[config.mk]
export PLATFORM = sky130hd
export DESIGN_NAME = binary_to_bcd
export DESIGN_NICKNAME = d
export VERILOG_FILES = /design/src/rtl/bcd_pkg.sv /design/src/rtl/bcd_digit_adj.sv /design/src/rtl/binary_to_bcd.sv
export SDC_FILE = /design/constraint.sdc
export NUM_CORES = 1
export LEC_CHECK = 0
export BUFFER_PORTS_ARGS = -buffer_cell sky130_fd_sc_hd__buf_4
export CAP_MARGIN = 25
export CORE_MARGIN = 8
export CORE_UTILIZATION = 50
export CTS_CLUSTER_DIAMETER = 200
export DETAILED_ROUTE_END_ITERATION = 7
export HOLD_SLACK_MARGIN = 0.15
export PLACE_DENSITY = 0.7
export SETUP_SLACK_MARGIN = 0.15
export SLEW_MARGIN = 20
export SYNTH_ARGS = -nofsm -noshare
export SYNTH_HDL_FRONTEND = slang
export SYNTH_HIERARCHICAL = 1
export SYNTH_SLANG_ARGS = --single-unit
[constraint.sdc]
create_clock -name clk -period 3.8 [get_ports clk]
set_clock_uncertainty 0.05 [all_clocks]
set_input_delay 0.38 -clock clk [delete_from_list [all_inputs] [get_ports clk]]
set_output_delay 0.38 -clock clk [all_outputs]
set_load 0.01 [all_outputs]
[src/rtl/bcd_pkg.sv]
// ----------------------------------------------------------------------------
// bcd_pkg
// Shared types and constants for the binary<->BCD converter pair.
//   state_e         : converter FSM states (IDLE / SHIFT / DONE)
//   DIGIT_W         : width of one packed BCD digit
//   DEFAULT_DIGITS  : default number of BCD digits
//   bcd_max(digits) : largest value representable in 'digits' BCD digits,
//                     i.e. 10^digits - 1; used for range checks on both sides
// ----------------------------------------------------------------------------
package bcd_pkg;

  typedef enum logic [1:0] {
    ST_IDLE  = 2'd0,
    ST_SHIFT = 2'd1,
    ST_DONE  = 2'd2
  } state_e;

  localparam int DIGIT_W        = 4;
  localparam int DEFAULT_DIGITS = 4;

  function automatic int bcd_max(input int digits);
    int p;
    p = 1;
    for (int i = 0; i < digits; i++) begin
      p = p * 10;
    end
    return p - 1;
  endfunction

endpackage

[src/rtl/bcd_digit_adj.sv]
// ----------------------------------------------------------------------------
// bcd_digit_adj
// Combinational double-dabble digit correction: adds 3 to a BCD digit that is
// 5 or more, so that the following left shift carries correctly into the next
// decimal digit. The result never exceeds 4'hC, so no carry out is needed.
//   digit_i : current 4-bit accumulator digit
//   digit_o : corrected digit, ready to be shifted
// ----------------------------------------------------------------------------
module bcd_digit_adj (
  input  logic [3:0] digit_i,
  output logic [3:0] digit_o
);

  assign digit_o = (digit_i >= 4'd5) ? (digit_i + 4'd3) : digit_i;

endmodule

[src/rtl/binary_to_bcd.sv]
// ----------------------------------------------------------------------------
// binary_to_bcd
// Sequential binary-to-BCD converter (shift-add-3), one operand bit per clock.
// Optional build macro: BIN2BCD_SAT_EN -- when defined, an out-of-range
// operand returns all-9 digits instead of bin mod 10^DIGITS.
// Ports:
//   clk        : clock, rising edge
//   rst_n      : asynchronous active-low reset
//   bin        : unsigned operand, sampled on in_valid & in_ready
//   in_valid   : operand valid
//   in_ready   : converter idle, operand will be accepted
//   bcd        : packed BCD result, digit 0 in bcd[3:0] (registered)
//   err        : operand exceeded 10^DIGITS - 1 (registered, valid with out_valid)
//   out_valid  : result valid, held until out_ready
//   out_ready  : downstream accepts the result
// ----------------------------------------------------------------------------
module binary_to_bcd
  import bcd_pkg::*;
#(
  parameter int BIN_W  = 14,
  parameter int DIGITS = DEFAULT_DIGITS
) (
  input  logic                      clk,
  input  logic                      rst_n,
  input  logic [BIN_W-1:0]          bin,
  input  logic                      in_valid,
  output logic                      in_ready,
  output logic [DIGIT_W*DIGITS-1:0] bcd,
  output logic                      err,
  output logic                      out_valid,
  input  logic                      out_ready
);

  localparam int          BCD_W   = DIGIT_W * DIGITS;
  localparam int          CNT_W   = $clog2(BIN_W + 1);
  localparam logic [31:0] MAX_VAL = 32'(bcd_max(DIGITS));

  state_e             state_q, state_d;
  logic [BIN_W-1:0]   sreg_q, sreg_d;
  logic [BCD_W-1:0]   acc_q, acc_d;
  logic [CNT_W-1:0]   cnt_q, cnt_d;
  logic               range_q, range_d;
  logic [BCD_W-1:0]   bcd_q, bcd_d;
  logic               err_q, err_d;

  logic [BCD_W-1:0]   acc_adj;
  logic [BCD_W-1:0]   acc_shift;
  logic [BCD_W-1:0]   result;
  logic [31:0]        bin_ext;

  genvar gi;
  generate
    for (gi = 0; gi < DIGITS; gi++) begin : g_adj
      bcd_digit_adj u_adj (
        .digit_i (acc_q[gi*DIGIT_W +: DIGIT_W]),
        .digit_o (acc_adj[gi*DIGIT_W +: DIGIT_W])
      );
    end
  endgenerate

  // Shift {acc, sreg} left by one; the bit leaving the top digit is dropped,
  // which is what makes an oversized operand wrap to bin mod 10^DIGITS.
  assign acc_shift = BCD_W'({acc_adj, sreg_q[BIN_W-1]});

`ifdef BIN2BCD_SAT_EN
  assign result = range_q ? {DIGITS{4'h9}} : acc_shift;
`else
  assign result = acc_shift;
`endif

  assign bin_ext = 32'(bin);

  always_comb begin
    state_d = state_q;
    sreg_d  = sreg_q;
    acc_d   = acc_q;
    cnt_d   = cnt_q;
    range_d = range_q;
    bcd_d   = bcd_q;
    err_d   = err_q;
    case (state_q)
      ST_IDLE: begin
        if (in_valid) begin
          sreg_d  = bin;
          acc_d   = '0;
          cnt_d   = CNT_W'(BIN_W);
          range_d = (bin_ext > MAX_VAL);
          state_d = ST_SHIFT;
        end
      end
      ST_SHIFT: begin
        acc_d  = acc_shift;
        sreg_d = {sreg_q[BIN_W-2:0], 1'b0};
        cnt_d  = cnt_q - CNT_W'(1);
        // Final shift: load the output registers with the post-shift value
        // so bcd/err are already stable when out_valid rises.
        if (cnt_q == CNT_W'(1)) begin
          bcd_d   = result;
          err_d   = range_q;
          state_d = ST_DONE;
        end
      end
      ST_DONE: begin
        if (out_ready) begin
          state_d = ST_IDLE;
        end
      end
      default: state_d = ST_IDLE;
    endcase
  end

  always_ff @(posedge clk or negedge rst_n) begin
    if (!rst_n) begin
      state_q <= ST_IDLE;
      sreg_q  <= '0;
      acc_q   <= '0;
      cnt_q   <= '0;
      range_q <= 1'b0;
      bcd_q   <= '0;
      err_q   <= 1'b0;
    end else begin
      state_q <= state_d;
      sreg_q  <= sreg_d;
      acc_q   <= acc_d;
      cnt_q   <= cnt_d;
      range_q <= range_d;
      bcd_q   <= bcd_d;
      err_q   <= err_d;
    end
  end

  assign in_ready  = (state_q == ST_IDLE);
  assign out_valid = (state_q == ST_DONE);
  assign bcd       = bcd_q;
  assign err       = err_q;

endmodule

==> flow_metrics.py, run 1 <==
metrics = {
    "run_status": {
        "outcome": "complete, no violations",
    },
    "routing": {
        "vias": 1882,
        "routed_wl_mm": 5.083,
        "dr.pass1.iters": 4,
        "final_antenna_net_count": 0,
        "detail_route.wl_per_cell_um": 13.81,
        "detail_route.iter0.violations": 105,
        "post-route-drc-count": 0,
        "vias_per_cell": 5.114,
    },
    "flow_run": {
        "maxCapViolCount": 0,
    },
    "timing": {
        "rsz0062_at_grt": "false",
        "slew_viol_final": 0,
        "finalCritPeriodShare_pct": 44.14,
        "clock.fmax_mhz": 596.2,
        "finalSetupViolCount": 0,
        "period_needed_ns": 1.677,
        "tightestPinTransition_ns": 0.9385,
        "final.setup.tns_ns": 0,
        "fin_ws_ns": 2.123,
        "hold_viol": 0,
        "relSlewSlack_pct": 37.30,
    },
    "clocking": {
        "clockBufferDepth": 2,
        "htreeDepth": 2,
        "cts_tree": "yes",
        "cts_sinks": 54,
        "clkLatencyLatePin_ns": 0.31,
        "cts-root-buf": "clkbuf_8",
        "ctsResizeCount": 0,
        "clk_pin_slew_ns": 0.09,
        "cts_buffers": 5,
    },
    "worst_hold_path": {
        "holdPathEnd": "state_q[1]",
        "holdPathStages": 2,
        "min-delay-start": "out_ready",
        "min_path_type": "in -> reg",
    },
    "floorplanning": {
        "dieArea_sq_um": 7813,
        "die_h_um": 88.39,
        "start_util_pct": 51.63,
        "row_count": 26,
        "boundaryPins": 37,
        "core_sq_um": 5075,
        "die_w_um": 88.39,
    },
    "critical_path": {
        "r2r_end": "bcd[8]",
        "worstPathArrival_ns": 1.83,
        "crit_fanout": 18,
        "crit_required_ns": 3.96,
        "startpoint_type": "register",
        "r2r_cells": 5,
        "cp-end-kind": "register",
        "slowest_stage": "dfrtp_1",
        "rrSetupSlack_ns": 2.12,
        "path_cells": "inv_1 -> ha_1 -> nor3b_2 -> nand2_4 -> mux2_4",
        "rr_startpoint": "cnt_q[1]",
        "criticalPathCategory": "reg -> reg",
        "max_stage_delay_ns": 0.41,
    },
    "power_and_ir_drop": {
        "p_sw_uw": 916.3,
        "leakagePower_nw": 1.558,
        "ir_drop_mv": 0.3846,
        "power.share.clock_pct": 18.8,
        "swShare_pct": 36.87,
        "p_int_mw": 1.569,
        "powerDensity_nw_per_um2": 800.9,
        "seqPwrFrac_pct": 39.9,
        "combinationalPowerShare_pct": 41.3,
    },
    "placement": {
        "pre_cts_ws_ns": 2.127,
        "routabilityCongestion": 0.7613,
        "hpwl_mm": 3.383,
        "port_buffers": 36,
        "placed_cells": 359,
    },
    "layout": {
        "final_cell_mix": "nand2_1, dfrtp_1, buf_4, o21ai_0, a22oi_1",
        "nets": 325,
        "stdcell_count": 368,
        "final_common_cell": "nand2_1",
        "antenna_cells": 0,
        "synthToLayoutAreaGrowth_pct": 18.43,
        "drive_above_1_share_pct": 24.16,
    },
    "synthesis": {
        "synth_nets": 289,
        "synth_cells": 261,
        "syn_area_sq_um": 2620,
        "avgSynthCellArea_sq_um": 10.04,
        "ys_warn_count": 6,
    },
    "global_route": {
        "antenna_found_initial": 0,
        "grt_pass1_vias": 1982,
        "grt_pass1_wl_mm": 9.080,
        "grt_overflow_total": 0,
        "track_usage_pct": 14.90,
        "grt_max_degree": 55,
    },
}
[layout make-up]
type | count | area [sq um]
Clock buffer | 6 | 82.58
Clock inverter | 2 | 60.06
Fill cell | 446 | 1972
Inverter | 11 | 41.29
Multi-Input combinational cell | 185 | 1177
Sequential cell | 54 | 1351
Tap cell | 70 | 87.58
Timing Repair Buffer | 40 | 302.8
[routing by layer]
layer	routed length, um	GRT usage [%]
met1	2374	18.11
met2	2370	24.58
met3	270	4.364
met4	67	5.069
met5	0	0
[worst max-delay path by stage]
stage              end     start
2_1_floorplan  bcd[10]  cnt_q[1]
3_5_place_dp       err  cnt_q[1]
6_report        bcd[8]  cnt_q[1]
4_1_cts            err  cnt_q[1]
5_1_grt         bcd[8]  cnt_q[1]
3_3_place_gp   bcd[12]  cnt_q[1]
[metrics by stage]
stage,util (%),hold slack [ns],area (sq um),total power [mW]
floorplan,-,0.03441,2620,1.724
global placement,58.14,0.4125,2950,1.999
detailed placement,58.14,0.4134,2950,2.034
CTS,61.14,0.1971,3103,2.514
global route,61.14,0.1995,3103,2.711
finish,61.14,0.2011,3103,2.485
[power groups by stage]
stage	Clock [mW]	Combinational (mW)	Sequential [mW]
global placement	0	1.00	0.995
finish	0.467	1.03	0.992
floorplan	0	0.733	0.991
CTS	0.480	1.04	0.992
detailed placement	0	1.03	1.00
global route	0.499	1.18	1.03
[flip-flops by register name (all words and copies together), names as in the netlist]
register,count
acc_q,16
bcd,16
cnt_q,4
err,1
range_q,1
sreg_q,14
state_q,2
[worst max-delay path: cells and delay by family, from the launching register on]
kind | cells | cell delay (ns)
buf+inv | 1 | 0.09
fa+ha+maj | 1 | 0.13
mux | 1 | 0.35
flops | 1 | 0.41
simple gates | 2 | 0.54
[what timing repair did]
item / 4_1_cts / 5_1_grt
endpoints found under the hold margin: 54 / 0
setup buffers: 0 / 0
hold buffers: 1 / 0
endpoints found under the setup margin: 0 / 0
(Power assumes the default switching activity.)
==> inputs of run 2 (changes only) <==
clock period = 1.7 ns   (was 3.8 ns; I/O delays follow)
==> flow_metrics.py, run 2 (synthesis results as in run 1) <==
metrics = {
    "layout": {
        "drive_above_1_share_pct": 34.94,
        "synthToLayoutAreaGrowth_pct": 36.10,
        "nets": 359,
        "final_area_sq_um": 3566,
        "final_util_pct": 70.27,
        "antenna_cells": 0,
        "final_cell_mix": "nand2_1, dfrtp_1, buf_4, o21ai_0, dlygate4sd3_1",
        "final_common_cell": "nand2_1",
    },
    "global_route": {
        "grt_pass1_vias": 2105,
        "grt_pass1_wl_mm": 9.715,
        "track_usage_pct": 15.80,
        "antenna_found_initial": 0,
        "grt_overflow_total": 0,
        "grt_max_degree": 55,
    },
    "clocking": {
        "clockBufferDepth": 2,
        "cts_sinks": 54,
        "cts_buffers": 5,
        "htreeDepth": 2,
        "cts_tree": "yes",
        "cts-root-buf": "clkbuf_8",
        "clkLatencyLatePin_ns": 0.31,
        "clk_pin_slew_ns": 0.10,
    },
    "power_and_ir_drop": {
        "power_mw": 6.287,
        "ir_drop_mv": 1.087,
        "combinationalPowerShare_pct": 50.4,
        "power.share.clock_pct": 13.8,
        "leakagePower_nw": 1.725,
        "p_int_mw": 3.846,
        "seqPwrFrac_pct": 35.8,
        "p_sw_mw": 2.440,
        "swShare_pct": 38.82,
        "powerDensity_nw_per_um2": 1763,
    },
    "critical_path": {
        "criticalPathCategory": "reg -> reg",
        "worstPathArrival_ns": 1.73,
        "startpoint_type": "register",
        "rrSetupSlack_ns": 0.12,
        "path_cells": "inv_2 -> ha_2 -> nor3b_4 -> buf_6 -> nand2_8 -> mux2_4",
        "crit_fanout": 5,
        "crit_required_ns": 1.85,
        "r2r_end": "bcd[9]",
        "crit_family": "flip-flops",
        "max_stage_delay_ns": 0.41,
        "cp_num_buf_inv": 2,
        "r2r_cells": 6,
        "slowest_stage": "dfrtp_1",
        "cp-end-kind": "register",
        "cp.depth": 6,
        "rr_startpoint": "cnt_q[1]",
    },
    "routing": {
        "post-route-drc-count": 0,
        "detail_route.iter0.violations": 139,
        "dr.pass1.iters": 4,
        "final_antenna_net_count": 0,
        "detail_route.wl_per_cell_um": 15.01,
        "vias_per_cell": 5.134,
        "vias": 2064,
        "routed_wl_mm": 6.034,
    },
    "placement": {
        "hpwl_mm": 3.519,
        "routabilityCongestion": 0.7769,
        "placed_area_sq_um": 2985,
        "pre_cts_ws_ns": 0.08741,
        "port_buffers": 36,
    },
    "worst_hold_path": {
        "holdPathEnd": "sreg_q[13]",
        "min_path_type": "in -> reg",
        "holdPathStages": 3,
        "min-delay-start": "bin[13]",
    },
    "floorplanning": {
        "die_h_um": 88.39,
        "dieArea_sq_um": 7813,
        "boundaryPins": 37,
        "row_count": 26,
        "start_util_pct": 51.63,
        "die_w_um": 88.39,
        "core_sq_um": 5075,
    },
    "timing": {
        "finalSetupViolCount": 0,
        "hold_viol": 0,
        "relSlewSlack_pct": 53.76,
        "slew_viol_final": 0,
        "period_needed_ns": 1.581,
        "final.setup.tns_ns": 0,
        "clock.fmax_mhz": 632.4,
        "tightestPinTransition_ns": 0.6935,
        "fin_ws_ns": 0.1187,
        "finalCritPeriodShare_pct": 93.02,
        "rsz0062_at_grt": "true",
    },
    "run_status": {
        "outcome": "complete, no violations",
    },
    "flow_run": {
        "maxCapViolCount": 0,
    },
}
[run 2: cell types whose count changed in the layout (fill, tap and decap cells not counted), moves of 4 or more]
cell           before  now
o21ai_0            26   22
dlygate4sd3_1       1   16
inv_2               0    7
ha_1               10    2
inv_1              11    4
ha_2                0    5
buf_4              39   53
[run 2: worst max path at each step]
stage,startpoint,to,slack [ns]
finish,cnt_q[1],bcd[9],0.12
global route,acc_q[9],acc_q[10],0.05
CTS,state_q[0],cnt_q[3],0.15
detailed placement,cnt_q[1],bcd[9],0.09
global placement,cnt_q[0],bcd[6],0.15
floorplan,cnt_q[1],bcd[10],0.17
[run 2: power groups by stage]
stage	logic, mW	registers [mW]	clock network [mW]
2_1_floorplan	1.64	2.22	0
3_3_place_gp	2.32	2.22	0
3_5_place_dp	2.40	2.23	0
4_1_cts	2.61	2.22	0.884
5_1_grt	3.51	2.32	0.927
6_report	3.17	2.25	0.870
[run 2: layer usage]
layer	part of all wire, %	vias up	global-route usage [%]
li1	-	1015	-
met1	46	997	19.16
met2	50	45	27.02
met3	3.5	7	3.435
met4	0.96	0	5.223
met5	0	-	0
[run 2: worst min-delay path, cell delays in order]
cell and delay [ns]:
buf_4 0.07, and2_1 0.14, a221o_1 0.11
[run 2: final cells by class]
type	count	area [sq um]
clock buffers	6	72.57
fillers	402	1509
multi-input cells	187	1374
inverters	11	41.29
clock inverters	2	37.54
repair buffers	72	600.6
flip-flops and latches	54	1353
well taps	70	87.58
[run 2: through the flow]
stage	std cells	hold WS (ns)
global route	402	0.1775
CTS	392	0.1520
detailed placement	362	0.2098
global placement	362	0.2115
finish	402	0.1629
floorplan	261	-0.1756
[run 2: repair_timing]
| action | 4_1_cts | 5_1_grt |
|---|---|---|
| cloned | 1 | 1 |
| setup endpoints to repair | 20 | 36 |
| resized for setup | 10 | 36 |
| setup buffers | 5 | 9 |
| hold buffers | 16 | 0 |
| pin swaps | 3 | 12 |
| endpoints found under the hold margin | 70 | 0 |
==> inputs of run 3 (changes only) <==
ABC_AREA = 1   (was default)
clock period = 1.9 ns   (was 1.7 ns; I/O delays follow)
==> flow_metrics.py, run 3 <==
metrics = {
    "run_status": {
        "outcome": "complete, no violations",
    },
    "critical_path": {
        "startpoint_type": "register",
        "cp-end-kind": "register",
        "crit_fanout": 5,
        "crit_required_ns": 2.06,
        "criticalPathCategory": "reg -> reg",
        "worstPathArrival_ns": 1.69,
    },
    "placement": {
        "routabilityCongestion": 0.8607,
        "port_buffers": 36,
        "pre_cts_ws_ns": 0.4286,
        "hpwl_mm": 3.818,
    },
    "layout": {
        "n_fill_cell": 479,
        "drive_above_1_share_pct": 23.14,
        "nets": 417,
        "antenna_cells": 0,
        "synthToLayoutAreaGrowth_pct": 20.55,
        "final_common_cell": "nand2_1",
        "final_cell_mix": "nand2_1, dfrtp_1, buf_4, inv_1, o21ai_0",
    },
    "routing": {
        "routed_wl_mm": 5.602,
        "wl_met3_um": 341,
        "dr.pass1.iters": 5,
        "detail_route.wl_per_cell_um": 12.15,
        "detail_route.iter0.violations": 102,
        "highest_layer": "met4",
        "final_antenna_net_count": 0,
        "wl_met2_mm": 2.667,
        "route.layer.met1.wl_mm": 2.558,
        "post-route-drc-count": 0,
        "vias": 2230,
        "vias_per_cell": 4.837,
    },
    "timing": {
        "rsz0062_at_grt": "false",
        "slew_viol_final": 0,
        "relSlewSlack_pct": 54.29,
        "clock.fmax_mhz": 657.0,
        "fin_ws_ns": 0.3780,
        "period_needed_ns": 1.522,
        "finalSetupViolCount": 0,
        "tightestPinTransition_ns": 0.6856,
        "finalCritPeriodShare_pct": 80.11,
        "final.setup.tns_ns": 0,
        "hold_viol": 0,
    },
    "floorplanning": {
        "start_util_pct": 51.17,
        "row_count": 27,
        "core_sq_um": 5473,
        "dieArea_sq_um": 8251,
        "boundaryPins": 37,
        "die_h_um": 90.84,
        "die_w_um": 90.84,
    },
    "clocking": {
        "cts_tree": "yes",
        "clk_pin_slew_ns": 0.08,
        "clockBufferDepth": 2,
        "cts_buffers": 5,
        "cts-root-buf": "clkbuf_8",
        "clkLatencyLatePin_ns": 0.30,
        "post_cts_buffers": 0,
        "cts_sinks": 54,
        "htreeDepth": 2,
    },
    "flow_run": {
        "maxCapViolCount": 0,
    },
    "global_route": {
        "grt_pass1_wl_mm": 9.867,
        "grt_pass1_vias": 2166,
        "antenna_found_initial": 0,
        "grt_max_degree": 55,
        "track_usage_pct": 14.32,
        "grt_overflow_total": 0,
    },
    "worst_hold_path": {
        "min_path_type": "in -> async",
    },
    "synthesis": {
        "avgSynthCellArea_sq_um": 8.384,
        "synth_cells": 334,
        "synth_nets": 362,
        "syn_area_sq_um": 2800,
        "ys_warn_count": 6,
    },
    "power_and_ir_drop": {
        "ir_drop_mv": 0.6935,
        "leakagePower_nw": 1.684,
        "powerDensity_nw_per_um2": 1485,
    },
}
[run 3: cell types whose count changed in the layout (fill, tap and decap cells not counted), sizes merged, moves of 9 or more]
cell / delta
buf: -16
nor2: +25
mux2: -17
inv: +31
nand2b: -9
nand3: +16
a22oi: -11
nand2: +39
o21ai: +17
[run 3: path summary, 6_finish.rpt]
kind / startpoint / end / slack, ns / cells past startpoint
setup / recovery: acc_q[8] / acc_q[10] / 0.38 / 8
max in group asynchronous: rst_n / acc_q[7] / 0.92 / 2
min in group clk: bcd[5] / bcd[5] / 0.44 / 2
hold / removal: rst_n / acc_q[6] / 0.41 / 2
hold reg to reg: bcd[5] / bcd[5] / 0.44 / 2
setup reg to reg: acc_q[8] / acc_q[10] / 0.38 / 8
[run 3: what timing repair did]
action,CTS,global route
endpoints found under the setup margin,0,0
gates resized for setup,0,0
hold buffers,17,0
hold endpoints to repair,71,0
[run 3: worst max-delay path: stages, from the launching register on]
cell and delay (ns):
dfrtp_1 0.44, inv_1 0.12, ha_1 0.22, nor2_4 0.07, nor2_4 0.15, nand2_1 0.08
o21ai_2 0.05, inv_1 0.07, o21ai_0 0.18
[run 3: final cells by class]
type	instances	area, sq um	share of cell area, %
Tap cell	72	90.09	2.669
Clock buffer	7	76.32	2.261
Multi-Input combinational cell	229	1227	36.36
Timing Repair Buffer	57	470.5	13.94
Inverter	42	160.2	4.744
Sequential cell	54	1351	40.03
[run 3: power by group]
group / internal (mW) / switching, mW / leakage [nW] / total [mW]
sequential: 1.62 / 0.340 / 0.692 / 1.96
clock: 0.255 / 0.344 / 0.0383 / 0.599
combinational: 0.972 / 1.48 / 0.955 / 2.46
[run 3: routing by layer]
| layer | GRT usage [%] | vias up |
|---|---|---|
| met1 | 17.14 | 1026 |
| met3 | 4.489 | 4 |
| met5 | 0 | - |
| li1 | - | 1148 |
| met4 | 4.366 | 0 |
| met2 | 23.93 | 52 |
[run 3: metrics by stage]
stage                     instance area, sq um  hold slack [ns]  std cells  util [%]  power (mW)
final                                     3376           0.4139        461     61.68       5.014
after global routing                      3376           0.4668        461     61.68       5.484
after CTS                                 3376           0.4305        461     61.68       5.086
after detailed placement                  3129           0.2254        437     57.18       4.433
after global placement                    3129           0.2346        437     57.18       4.371
after floorplan                           2800          -0.1556        334         -       3.748
